<file path="src/rtl/adc_spi_sequencer.sv">
// Periodic SPI ADC sampler: mode-0 master, timed ADC reset pulse and
// a show-ahead sample FIFO drained through a valid/ready port.
module adc_spi_sequencer #(
    parameter int CLK_DIV       = 4,
    parameter int FRAME_BITS    = 16,
    parameter int SAMPLE_PERIOD = 1000,
    parameter int FIFO_DEPTH    = 8,
    parameter int RESET_CYCLES  = 16
) (
    input  logic                                 clk_clk,
    input  logic                                 reset_reset,
    input  logic                                 enable,
    input  logic                                 adc_reset_req,
    input  logic [FRAME_BITS-1:0]                cmd_word,
    output logic                                 spi_sclk,
    output logic                                 spi_mosi,
    output logic                                 spi_ss_n,
    input  logic                                 spi_miso,
    output logic                                 adc_rst,
    output logic [FRAME_BITS-1:0]                sample_data,
    output logic                                 sample_valid,
    input  logic                                 sample_ready,
    output logic [$clog2(FIFO_DEPTH+1)-1:0]      fifo_level,
    output logic                                 overflow,
    output logic                                 trig_miss,
    input  logic                                 flags_clr,
    output logic                                 busy
);

    localparam int DW = $clog2(CLK_DIV);
    localparam int BW = $clog2(FRAME_BITS);
    localparam int PW = $clog2(SAMPLE_PERIOD);
    localparam int RW = $clog2(RESET_CYCLES + 1);
    localparam int AW = $clog2(FIFO_DEPTH);
    localparam int LW = $clog2(FIFO_DEPTH + 1);

    typedef enum logic [2:0] {
        S_IDLE,
        S_SETUP,
        S_SHIFT,
        S_HOLD,
        S_PUSH,
        S_RST
    } state_t;

    state_t                state_q;
    logic [DW-1:0]         div_q;
    logic [BW-1:0]         bit_q;
    logic [RW-1:0]         rc_q;
    logic [PW-1:0]         per_q, per_d;
    logic [FRAME_BITS-1:0] tx_q, rx_q;
    logic                  req_q;
    logic                  ss_n_q, sclk_q, mosi_q, adc_rst_q;

    logic [FRAME_BITS-1:0] mem_q [FIFO_DEPTH];
    logic [AW-1:0]         wr_q, rd_q;
    logic [LW-1:0]         level_q, level_d;
    logic                  ovf_q, ovf_d, miss_q, miss_d;

    logic trig, rst_edge, div_end, last_bit;
    logic push, pop, full, do_push, ovf_set, miss_set;

    assign trig     = enable && (per_q == PW'(SAMPLE_PERIOD - 1));
    assign rst_edge = adc_reset_req && !req_q;
    assign div_end  = (div_q == DW'(CLK_DIV - 1));
    assign last_bit = (bit_q == BW'(FRAME_BITS - 1));

    // A reset request in the PUSH cycle aborts the write as well
    assign push     = (state_q == S_PUSH) && !rst_edge;
    assign pop      = sample_valid && sample_ready;
    assign full     = (level_q == LW'(FIFO_DEPTH));
    assign do_push  = push && (!full || pop);
    assign ovf_set  = push && full && !pop;
    assign miss_set = trig && (state_q != S_IDLE);

    always_comb begin
        per_d = per_q + PW'(1);
        if (rst_edge || state_q == S_RST || !enable || trig)
            per_d = '0;
    end

    always_comb begin
        level_d = level_q + LW'(do_push) - LW'(pop);
        ovf_d   = ovf_q;
        miss_d  = miss_q;
        if (flags_clr) begin
            ovf_d  = 1'b0;
            miss_d = 1'b0;
        end
        if (ovf_set)  ovf_d  = 1'b1;
        if (miss_set) miss_d = 1'b1;
    end

    always_ff @(posedge clk_clk) begin
        if (reset_reset) begin
            state_q   <= S_IDLE;
            div_q     <= '0;
            bit_q     <= '0;
            rc_q      <= '0;
            tx_q      <= '0;
            rx_q      <= '0;
            req_q     <= 1'b0;
            ss_n_q    <= 1'b1;
            sclk_q    <= 1'b0;
            mosi_q    <= 1'b0;
            adc_rst_q <= 1'b0;
        end else begin
            req_q <= adc_reset_req;
            if (rst_edge) begin
                state_q   <= S_RST;
                rc_q      <= '0;
                div_q     <= '0;
                ss_n_q    <= 1'b1;
                sclk_q    <= 1'b0;
                mosi_q    <= 1'b0;
                adc_rst_q <= 1'b1;
            end else begin
                unique case (state_q)
                    S_IDLE: begin
                        if (trig) begin
                            state_q <= S_SETUP;
                            div_q   <= '0;
                            ss_n_q  <= 1'b0;
                            tx_q    <= cmd_word;
                            mosi_q  <= cmd_word[FRAME_BITS-1];
                        end
                    end
                    S_SETUP: begin
                        div_q <= div_q + DW'(1);
                        if (div_end) begin
                            div_q   <= '0;
                            bit_q   <= '0;
                            state_q <= S_SHIFT;
                        end
                    end
                    S_SHIFT: begin
                        div_q <= div_q + DW'(1);
                        if (div_end) begin
                            div_q <= '0;
                            if (!sclk_q) begin
                                sclk_q <= 1'b1;
                                rx_q   <= {rx_q[FRAME_BITS-2:0], spi_miso};
                            end else begin
                                sclk_q <= 1'b0;
                                tx_q   <= tx_q << 1;
                                mosi_q <= last_bit ? 1'b0
                                                   : tx_q[FRAME_BITS-2];
                                bit_q  <= bit_q + BW'(1);
                                if (last_bit)
                                    state_q <= S_HOLD;
                            end
                        end
                    end
                    S_HOLD: begin
                        div_q <= div_q + DW'(1);
                        if (div_end) begin
                            div_q   <= '0;
                            ss_n_q  <= 1'b1;
                            state_q <= S_PUSH;
                        end
                    end
                    S_PUSH: state_q <= S_IDLE;
                    S_RST: begin
                        rc_q <= rc_q + RW'(1);
                        if (rc_q == RW'(RESET_CYCLES - 1)) begin
                            adc_rst_q <= 1'b0;
                            state_q   <= S_IDLE;
                        end
                    end
                    default: state_q <= S_IDLE;
                endcase
            end
        end
    end

    always_ff @(posedge clk_clk) begin
        if (reset_reset) begin
            per_q   <= '0;
            wr_q    <= '0;
            rd_q    <= '0;
            level_q <= '0;
            ovf_q   <= 1'b0;
            miss_q  <= 1'b0;
        end else begin
            per_q   <= per_d;
            level_q <= level_d;
            ovf_q   <= ovf_d;
            miss_q  <= miss_d;
            if (do_push) wr_q <= wr_q + AW'(1);
            if (pop)     rd_q <= rd_q + AW'(1);
        end
    end

    // When full, a push with pop reuses the slot the head is leaving
    always_ff @(posedge clk_clk) begin
        if (!reset_reset && do_push)
            mem_q[wr_q] <= rx_q;
    end

    assign spi_sclk     = sclk_q;
    assign spi_mosi     = mosi_q;
    assign spi_ss_n     = ss_n_q;
    assign adc_rst      = adc_rst_q;
    assign busy         = (state_q != S_IDLE);
    assign sample_data  = mem_q[rd_q];
    assign sample_valid = (level_q != '0);
    assign fifo_level   = level_q;
    assign overflow     = ovf_q;
    assign trig_miss    = miss_q;

endmodule

</file>
<file path="config.mk">
export PLATFORM = sky130hd
export DESIGN_NAME = adc_spi_sequencer
export DESIGN_NICKNAME = d
export VERILOG_FILES = /design/src/rtl/adc_spi_sequencer.sv
export SDC_FILE = /design/constraint.sdc
export NUM_CORES = 1
export LEC_CHECK = 0
export CORE_ASPECT_RATIO = 0.8
export CORE_MARGIN = 2
export CORE_UTILIZATION = 30
export CTS_CLUSTER_DIAMETER = 200
export DETAILED_ROUTE_END_ITERATION = 16
export PLACE_DENSITY = 0.51
export SLEW_MARGIN = 20
export SYNTH_ARGS = -nofsm -noshare
export SYNTH_HDL_FRONTEND = slang
export SYNTH_SLANG_ARGS = --single-unit
</file>
<file path="constraint.sdc">
create_clock -name clk_clk -period 9.1 [get_ports clk_clk]
set_input_delay 1.365 -clock clk_clk [delete_from_list [all_inputs] [get_ports clk_clk]]
set_output_delay 1.365 -clock clk_clk [all_outputs]
set_load 0.03 [all_outputs]
</file>
==> results by group, run 1 <==
Run status
  • Run status: finished clean

Timing
  • Post-layout min period: 4210 ps
  • Hold Fails Final Rpt: 0
  • Final setup violation count: 0
  • Max Fclk: 238 MHz
  • Unrepaired setup endpoints after global routing: no
  • Slew @ Worst Pin: 996 ps
  • Pins over their slew limit: 0
  • Final Skew: 10.9 ps
  • Final worst slack: 4890 ps
  • Final setup TNS: 0 ps
  • Period utilization: 0.463
  • Rel. slew slack: 0.335

Detailed routing
  • Final ANT Viol Nets: 0
  • Met1 Wirelength: 8070 um
  • Iteration-0 DRC Markers: 291
  • Metal3 WL: 637 um
  • Top routing layer in use: met4
  • Via-to-Cell Ratio: 4.79
  • Drt total wl: 16800 um
  • Wire length on met2: 7710 um
  • Vias: 4830
  • Routed len/inst: 16.6 um
  • DR pass1 iterations: 4
  • # DRC: 0

GRT
  • First-pass GRT wire length: 27200 um
  • Initial antenna violation count: 2
  • Largest net degree at the start of global routing: 59
  • Remaining Overflow, GRT: 0
  • Vias in the first global route: 5009
  • GR Util All Layers: 0.119

Finish
  • Antenna cells: 0
  • Share of layout cells above drive strength 1: 0.160
  • Finished Layout Cells: 1009
  • Area growth syn-to-layout: 19.6%
  • Post-route cell area: 0.00981 mm^2
  • Final Net Count: 666
  • Fillers: 2593

Placement
  • DP Area: 0.00914 mm^2
  • Detail Placement HPWL: 10100 um
  • Worst slack, placed: 4960 ps
  • RePlAce Congestion: 0.751
  • Dpl cells: 971
  • IO Port Bufs: 50

Yosys
  • Post-synthesis sequential area ratio: 0.652
  • YS warnings: 0
  • EDFF count, synth: 128
  • Post-synthesis cell count: 577
  • Yosys top cell by area: edfxtp_1
  • Count leader, synth: edfxtp_1
  • Yosys top cell area share: 0.469
  • Syn_nets: 613
  • Synth area leaders: edfxtp_1 (47%), dfxtp_1 (18%), mux4_2 (8.8%)
  • Synth Flop Type: edfxtp_1
  • Synthesized area: 0.00820 mm^2
  • Syn_area_per_cell: 14.2 um^2
  • Synthesized flop and latch total: 203
  • Post-synth cell types: 55
  • Async SR Flop Fraction: 0
  • Top cells by count, synth: edfxtp_1 (128), dfxtp_1 (75), nor2_1 (71), mux4_2 (32)

Clock network
  • CTS Buf Count: 21
  • Clock Pin Slew Worst Setup and Hold Paths: 60 ps
  • Clock tree sinks: 203
  • Longest Clk Path Bufs: 3
  • CTS H-tree lvls: 1
  • CTS tree: yes
  • Hold buffers post-CTS: 0
  • Post-CTS Resized: 0
  • Post CTS Setup Buffer Count: 0
  • Worst-skew pair later-pin latency: 500 ps
  • CTS root buf: clkbuf_16

Run
  • MaxCap Viol Count: 0

Min path
  • Tightest Hold Check Type: reg2reg

Floorplanning
  • Row count: 54
  • DIE AREA: 0.0287 mm^2
  • Die X: 189 um
  • Initial core utilization: 0.303
  • Die height: 152 um
  • # IOs: 51
  • Core Area: 0.0271 mm^2

Power
  • P per Cell Area: 235 mW/mm^2
  • Peak supply drop: 0.0985 mV
  • Static Leak: 3.07 nW

Worst setup path
  • Slowest CP cell: clkdlybuf4s50_1
  • Critical Path End Type: output port
  • Worst setup SP type: flip-flop
  • Worst Path Max Fanout: 32
  • Worst EP required: 7740 ps
  • Worst path cell trace: buf_4, mux4_2, mux2_2, clkdlybuf4s50_1
  • Crit-path max cell delay: 600 ps
  • Critical Path AT: 2840 ps
  • CP Class: reg2out
==> path summary, 6_finish.rpt <==
kind,slack [ps],startpoint,cells past startpoint,end
setup / recovery,4890,flip-flop,4,sample_data[14]
hold / removal,450,per_q[0],1,per_q[0]
setup reg to reg,6320,fifo_level[2],6,mem_q[2][2]
hold reg to reg,450,per_q[0],1,per_q[0]
==> through the flow <==
stage	total power, W	util	hold slack [ps]
after floorplan	0.00134	-	418
after global placement	0.00149	0.337	432
after detailed placement	0.00149	0.337	443
after CTS	0.00234	0.362	453
after global routing	0.00240	0.362	484
final	0.00231	0.362	448
==> registers in the layout, summed over array words and instances (netlist names), 2 cells and up, named ones only <==
register,flops
rx_q,16
rd_q,3
bit_q,4
div_q,2
mem_q,128
fifo_level,4
state_q,3
rc_q,5
wr_q,3
per_q,10
tx_q,15
==> power breakdown <==
group	total (W)	internal (W)	switching [W]
Sequential	0.00102	0.000988	0.0000328
Clock	0.000845	0.000496	0.000349
Combinational	0.000441	0.000214	0.000227
==> worst max-delay path: cells and delay by family (launching register included) <==
| kind | cells | cell delay [ps] |
|---|---|---|
| buffers and inverters | 2 | 1130 |
| multiplexers | 2 | 890 |
| flip-flops | 1 | 310 |
==> kinds of logic (layout without fill, tap and decap cells) <==
kind of cell | count (synthesis) | in the layout | synth area share
DFF | 203 | 203 | 0.652
and+or+nand+nor | 163 | 163 | 0.0995
muxes | 65 | 65 | 0.131
buffers and inverters | 58 | 126 | 0.0284
AOI/OAI and AO/OA | 57 | 57 | 0.0500
xor gates and xnor gates | 18 | 18 | 0.0192
adders and majority gates | 13 | 13 | 0.0207
==> placed cells by master (no fill, tap or decap), types with 11 or more instances in the layout <==
cell	synthesis	final
edfxtp_1	128	128
dfxtp_1	75	73
nor2_1	71	71
clkdlybuf4s50_1	0	49
mux4_2	32	32
inv_1	27	27
nand2_1	27	27
clkbuf_16	0	21
mux2i_1	17	17
mux2_2	16	16
a211oi_1	14	14
a221oi_1	14	14
nand3_1	12	12
a21oi_1	12	12
ha_1	12	12
buf_4	0	11
==> final cells by class <==
| class | instances | area, um^2 | share of cell area |
|---|---|---|---|
| Multi-Input combinational cell | 316 | 2660 | 0.271 |
| Clock inverter | 13 | 115 | 0.0117 |
| Timing Repair Buffer | 61 | 578 | 0.0589 |
| Sequential cell | 203 | 5350 | 0.545 |
| Tap cell | 364 | 455 | 0.0464 |
| Clock buffer | 25 | 561 | 0.0571 |
| Inverter | 27 | 101 | 0.0103 |
==> metal layers <==
layer  vias up  track usage
met4         0       0.0279
met1      2428        0.162
met3        28       0.0226
met5         -            0
li1       2287            -
met2        87        0.195
(Power assumes the default switching activity.)
==> inputs of run 2 (changes only) <==
==> constraint.sdc (replaced) <==
create_clock -name clk_clk -period 4.1 [get_ports clk_clk]
set_input_delay 0.615 -clock clk_clk [delete_from_list [all_inputs] [get_ports clk_clk]]
set_output_delay 0.615 -clock clk_clk [all_outputs]
set_load 0.03 [all_outputs]
==> run 2 against run 1 <==
Net effect:
- final area stayed put
- cell count is 0.40% higher
- power grew 120%
- die area unchanged
- sequential share of layout area about the same
- clock power rose by 110%
- critical endpoint is now sample_data[15]
- largest power group unchanged
==> results by group, run 2 (synthesis results as in run 1) <==
GRT
  • Vias in the first global route: 4917 (-1.8%)
  • M2 GR Usage: 0.193 (-0.00228)
  • Largest net degree at the start of global routing: 44 (-25%)
  • Met1 Use GR: 0.164 (+0.00152)
  • Most Crowded Layer GR: met2
  • GR Util All Layers: 0.119 (+0.000206)
  • Remaining Overflow, GRT: 0 (unchanged)
  • Initial antenna violation count: 2 (unchanged)
  • First-pass GRT wire length: 27200 um (-0.30%)
  • GR met3 Demand/Resource: 0.0240 (+0.00139)

Detailed routing
  • Drt total wl: 16900 um (+0.76%)
  • DR pass1 iterations: 6 (+2)
  • Via-to-Cell Ratio: 4.74 (-0.97%)
  • Routed len/inst: 16.7 um (+0.37%)
  • Iteration-0 DRC Markers: 291 (unchanged)
  • # DRC: 0 (unchanged)
  • Vias: 4802 (-0.58%)
  • Final ANT Viol Nets: 0 (unchanged)

Power
  • Static Leak: 3.11 nW (+1.1%)
  • NetSw: 0.00133 W (+120%)
  • Combinational power share: 0.195 (+0.004)
  • Pint: 0.00372 W (+120%)
  • Flop pwr share: 0.450 (+0.007)
  • Clk pwr share: 0.355 (-0.011)
  • P per Cell Area: 514 mW/mm^2 (+120%)
  • Peak supply drop: 0.256 mV (+160%)
  • Switching share of power: 0.263 (-0.000691)

Timing
  • Final Skew: 11.1 ps (+0.192 ps)
  • Pins over their slew limit: 0 (unchanged)
  • Period utilization: 0.837
  • Hold Fails Final Rpt: 0 (unchanged)
  • Unrepaired setup endpoints after global routing: no
  • Rel. slew slack: 0.327 (-0.00844)
  • Max Fclk: 291 MHz
  • Final setup TNS: 0 ps (unchanged)
  • Final setup violation count: 0 (unchanged)
  • Slew @ Worst Pin: 1000 ps (+7.30 ps)
  • Post-layout min period: 3430 ps

Clock network
  • CTS Buf Count: 21 (unchanged)
  • Longest Clk Path Bufs: 3 (unchanged)
  • Post-CTS Resized: 0 (unchanged)
  • CTS H-tree lvls: 1 (unchanged)
  • CTS tree: yes
  • Clock Pin Slew Worst Setup and Hold Paths: 60 ps (about the same)
  • Worst-skew pair later-pin latency: 500 ps (about the same)
  • CTS root buf: clkbuf_16
  • Hold buffers post-CTS: 0 (unchanged)
  • Clock tree sinks: 203 (unchanged)
  • Post CTS Setup Buffer Count: 0 (unchanged)

Worst setup path
  • Worst Path Max Fanout: 20 (-38%)
  • Crit-path max cell delay: 640 ps (+40 ps)
  • Worst path cell trace: buf_12, mux4_2, mux2_2, clkdlybuf4s50_1
  • Cell family with most CP delay: buffers and inverters
  • CP Class: reg2out
  • Worst r2r src: fifo_level[2]
  • Buf/Inv on CP: 2 (unchanged)
  • Critical Path AT: 2820 ps (-20 ps)
  • Critical Path End Type: output port
  • Worst setup SP type: flip-flop
  • Worst EP required: 3480 ps (-4260 ps)
  • Slowest CP cell: dfxtp_2

Floorplanning
  • Initial core utilization: 0.303 (unchanged)
  • Die X: 189 um (unchanged)
  • Core Area: 0.0271 mm^2 (unchanged)
  • DIE AREA: 0.0287 mm^2 (unchanged)
  • Row count: 54 (unchanged)
  • Die height: 152 um (unchanged)
  • # IOs: 51 (unchanged)

Placement
  • IO Port Bufs: 50 (unchanged)
  • RePlAce Congestion: 0.715 (-4.8%)
  • DP Area: 0.00917 mm^2 (+0.30%)
  • Detail Placement HPWL: 10400 um (+2.4%)

Finish
  • Largest Register: mem_q
  • Post-route cell area: 0.00981 mm^2 (unchanged)
  • Fillers: 2569 (-0.93%)
  • Largest registers: mem_q x128, rx_q x16, tx_q x15
  • Area growth syn-to-layout: 19.6% (unchanged)
  • Share of layout cells above drive strength 1: 0.159 (-0.000739)
  • Max FFs per register: 128 (unchanged)
  • Register Area: 0.00535 mm^2 (about the same)
  • Commonest non-fill, non-tap cell in the layout: edfxtp_1
  • Area of the multi-input gates: 0.00265 mm^2 (-0.24%)
  • Final Net Count: 669 (+0.45%)
  • Highest-count cells in the layout ignoring fill and taps: edfxtp_1 (128), dfxtp_1 (74), nor2_1 (71), clkdlybuf4s50_1 (49), mux4_2 (32)

Min path
  • Tightest Hold Check Type: reg2reg
  • Hold_sp: per_q[0]

Run
  • MaxCap Viol Count: 0 (unchanged)

Run status
  • Run status: finished clean
## run 2: cell types whose count changed in the layout (fill, tap and decap cells not counted), moves of 2 or more
| cell | previous run | this run |
|---|---|---|
| buf_4 | 11 | 13 |
| clkinv_1 | 5 | 2 |
| clkinv_2 | 4 | 0 |
| clkbuf_1 | 2 | 8 |
## run 2: final timing paths
path	endpoint	slack, ps	depth (start not counted)
setup / recovery	sample_data[15]	670	4
setup reg to reg	mem_q[2][0]	1560	7
hold / removal	per_q[0]	450	1
hold reg to reg	per_q[0]	450	1
## run 2: metrics by stage
stage                     instances  total power [W]  hold WS (ps)  worst slack [ps]  utilization
after floorplan                 577          0.00298           418               555            -
after global placement          974          0.00330           432              1100        0.338
after detailed placement        974          0.00332           439              1080        0.338
after CTS                      1012          0.00513           447               566        0.362
after global routing           1012          0.00526           464               491        0.362
final                          1013          0.00504           448               668        0.362
## run 2: power by group through the flow
stage	clock network, W	registers, W	logic [W]
CTS	0.00185	0.00227	0.00101
finish	0.00179	0.00227	0.000982
detailed placement	0	0.00232	0.00100
global route	0.00192	0.00228	0.00105
global placement	0	0.00231	0.000987
floorplan	0	0.00230	0.000677
## run 2: cell type report
class | count | area share
diodes | 1 | 0.000255
clock buffers | 30 | 0.0580
multi-input cells | 316 | 0.270
inverters | 27 | 0.0103
clock inverters | 8 | 0.00778
well taps | 364 | 0.0464
repair buffers | 64 | 0.0625
flip-flops and latches | 203 | 0.545
## run 2: metal layers
layer,part of all wire,up-vias
li1,-,2292
met1,0.47,2371
met2,0.46,111
met3,0.048,28
met4,0.022,0
met5,0,-
==> inputs of run 3 (changes only) <==
==> constraint.sdc (replaced) <==
create_clock -name clk_clk -period 3.5 [get_ports clk_clk]
set_input_delay 0.525 -clock clk_clk [delete_from_list [all_inputs] [get_ports clk_clk]]
set_output_delay 0.525 -clock clk_clk [all_outputs]
set_load 0.03 [all_outputs]
==> run 3 against run 2 <==
Net effect:
- first-iteration DRC count increased by 28%
- worst setup slack got worse by 260 ps
- core utilization increased by 0.078 points
- via count decreased by 0.10%
- sequential power increased by 15%
- cell count increased by 0.20%
- sequential share of layout area decreased by 0.12 points
- power increased by 17%
- register-to-register slack got worse by 620 ps
- die area unchanged
- critical path type unchanged
- critical endpoint is now sample_data[7]
- largest cell class unchanged
- highest routed layer unchanged
==> results by group, run 3 (synthesis results as in run 1) <==
Worst setup path
  • Crit-path max cell delay: 600 ps (-40 ps)
  • CP Class: reg2out
  • Worst r2r dst: mem_q[2][15]
  • R2R Setup Slk: 940 ps (-620 ps)
  • Worst Path Max Fanout: 32 (+60%)
  • Critical Path End Type: output port
  • Worst setup SP type: flip-flop
  • Worst path cell trace: buf_12, mux4_2, mux2_2, clkdlybuf4s50_1
  • Worst r2r src: fifo_level[2]
  • Path depth of the worst reg2reg path: 7 (unchanged)
  • Slowest CP cell: clkdlybuf4s50_1
  • Worst EP required: 2970 ps (-510 ps)
  • Critical Path AT: 2570 ps (-250 ps)

Finish
  • Finished Layout Cells: 1015 (+0.20%)
  • Max FFs per register: 128 (unchanged)
  • Final core utilization: 0.363 (+0.000785)
  • Share of layout cells above drive strength 1: 0.164 (+0.00541)
  • Commonest non-fill, non-tap cell in the layout: edfxtp_1
  • Largest Register: mem_q
  • Largest registers: mem_q x128, rx_q x16, tx_q x15
  • Final Net Count: 672 (+0.45%)
  • Area growth syn-to-layout: 19.9%
  • Antenna cells: 0 (-1)
  • Highest-count cells in the layout ignoring fill and taps: edfxtp_1 (128), dfxtp_1 (74), nor2_1 (71), clkdlybuf4s50_1 (49), mux4_2 (32)
  • Fillers: 2612 (+1.7%)

Timing
  • Hold Fails Final Rpt: 0 (unchanged)
  • Unrepaired setup endpoints after global routing: no
  • Final setup TNS: 0 ps (unchanged)
  • Pins over their slew limit: 0 (unchanged)
  • Max Fclk: 323 MHz
  • Period utilization: 0.884
  • Final worst slack: 406 ps (-262 ps)
  • Rel. slew slack: 0.356 (+0.0292)
  • Final Skew: 7.72 ps (-3.39 ps)
  • Final setup violation count: 0 (unchanged)
  • Post-layout min period: 3090 ps
  • Slew @ Worst Pin: 959 ps (-43.6 ps)

Placement
  • Worst slack, placed: 785 ps (-300 ps)
  • Dpl cells: 977 (+0.31%)
  • RePlAce Congestion: 0.768 (+7.4%)
  • Detail Placement HPWL: 10300 um (-0.36%)
  • IO Port Bufs: 50 (unchanged)

Floorplanning
  • Row count: 54 (unchanged)
  • DIE AREA: 0.0287 mm^2 (unchanged)
  • Core Area: 0.0271 mm^2 (unchanged)
  • Die X: 189 um (unchanged)
  • # IOs: 51 (unchanged)
  • Die height: 152 um (unchanged)
  • Initial core utilization: 0.303 (unchanged)

Clock network
  • CTS root buf: clkbuf_16
  • CTS Buf Count: 21 (unchanged)
  • CTS H-tree lvls: 1 (unchanged)
  • Longest Clk Path Bufs: 3 (unchanged)
  • Clock tree sinks: 203 (unchanged)
  • CTS tree: yes
  • Post-CTS Resized: 0 (unchanged)
  • Clock Pin Slew Worst Setup and Hold Paths: 60 ps (about the same)
  • Post CTS Setup Buffer Count: 0 (unchanged)
  • Hold buffers post-CTS: 0 (unchanged)
  • Worst-skew pair later-pin latency: 490 ps (about the same)

Run status
  • Run status: finished clean

Detailed routing
  • Final ANT Viol Nets: 0 (unchanged)
  • Routed len/inst: 16.9 um (+1.3%)
  • Vias: 4797 (-0.10%)
  • Via-to-Cell Ratio: 4.73 (-0.30%)
  • # DRC: 0 (unchanged)
  • Drt total wl: 17200 um (+1.5%)
  • Iteration-0 DRC Markers: 373 (+28%)
  • DR pass1 iterations: 4 (-2)

Power
  • Peak supply drop: 0.311 mV (+21%)
  • Final Power: 0.00591 W (+17%)
  • P per Cell Area: 601 mW/mm^2 (+17%)
  • Static Leak: 3.13 nW (+0.95%)

Min path
  • Hold_sp: per_q[0]
  • Tightest Hold Check Type: reg2reg
  • WHS Path Cells: 1 (unchanged)
  • Worst hold endpoint: per_q[0]

GRT
  • GR Util All Layers: 0.122 (+0.00286)
  • Initial antenna violation count: 0 (-2)
  • First-pass GRT wire length: 27600 um (+1.6%)
  • Remaining Overflow, GRT: 0 (unchanged)
  • Largest net degree at the start of global routing: 33 (-25%)
  • Vias in the first global route: 4934 (+0.35%)

Run
  • MaxCap Viol Count: 0 (unchanged)
==> run 3: worst max-delay path by stage <==
stage / from / end / cells after the start
2_1_floorplan: fifo_level[2] / mem_q[6][0] / 6
3_3_place_gp: sample_ready / mem_q[2][4] / 6
3_5_place_dp: sample_ready / mem_q[2][4] / 6
4_1_cts: flip-flop / sample_data[7] / 4
5_1_grt: flip-flop / sample_data[7] / 4
6_report: flip-flop / sample_data[7] / 4
==> run 3: worst max-delay path: cells and delay by family, from the launching register on <==
kind,cells,cell delay (ps)
buffers and inverters,2,860
multiplexers,2,860
flip-flops,1,340
==> run 3: stage by stage <==
step / hold WS [ps] / area, um^2
global placement: 427 / 9200
finish: 459 / 9830
detailed placement: 464 / 9200
CTS: 452 / 9830
global route: 487 / 9830
floorplan: 418 / 8210
==> run 3: cell type report <==
| type | count | area (um^2) | area share |
|---|---|---|---|
| flip-flops and latches | 203 | 5350 | 0.544 |
| clock buffers | 27 | 558 | 0.0567 |
| inverters | 27 | 101 | 0.0103 |
| repair buffers | 67 | 636 | 0.0646 |
| multi-input cells | 316 | 2660 | 0.270 |
| well taps | 364 | 455 | 0.0463 |
| clock inverters | 11 | 80.1 | 0.00814 |
==> run 3: power by group <==
part / total (W) / internal, W / leakage, nW / switching (W)
logic: 0.00121 / 0.000573 / 1.09 / 0.000633
clock network: 0.00209 / 0.00120 / 0.319 / 0.000889
registers: 0.00261 / 0.00257 / 1.73 / 0.0000452
==> run 3: per-layer routing <==
metal,share of wire,global-route usage,up-vias,wire length [um]
li1,-,-,2282,-
met1,0.48,0.172,2403,8320
met2,0.46,0.193,86,7840
met3,0.037,0.0236,26,629
met4,0.021,0.0301,0,361
met5,0,0,-,0
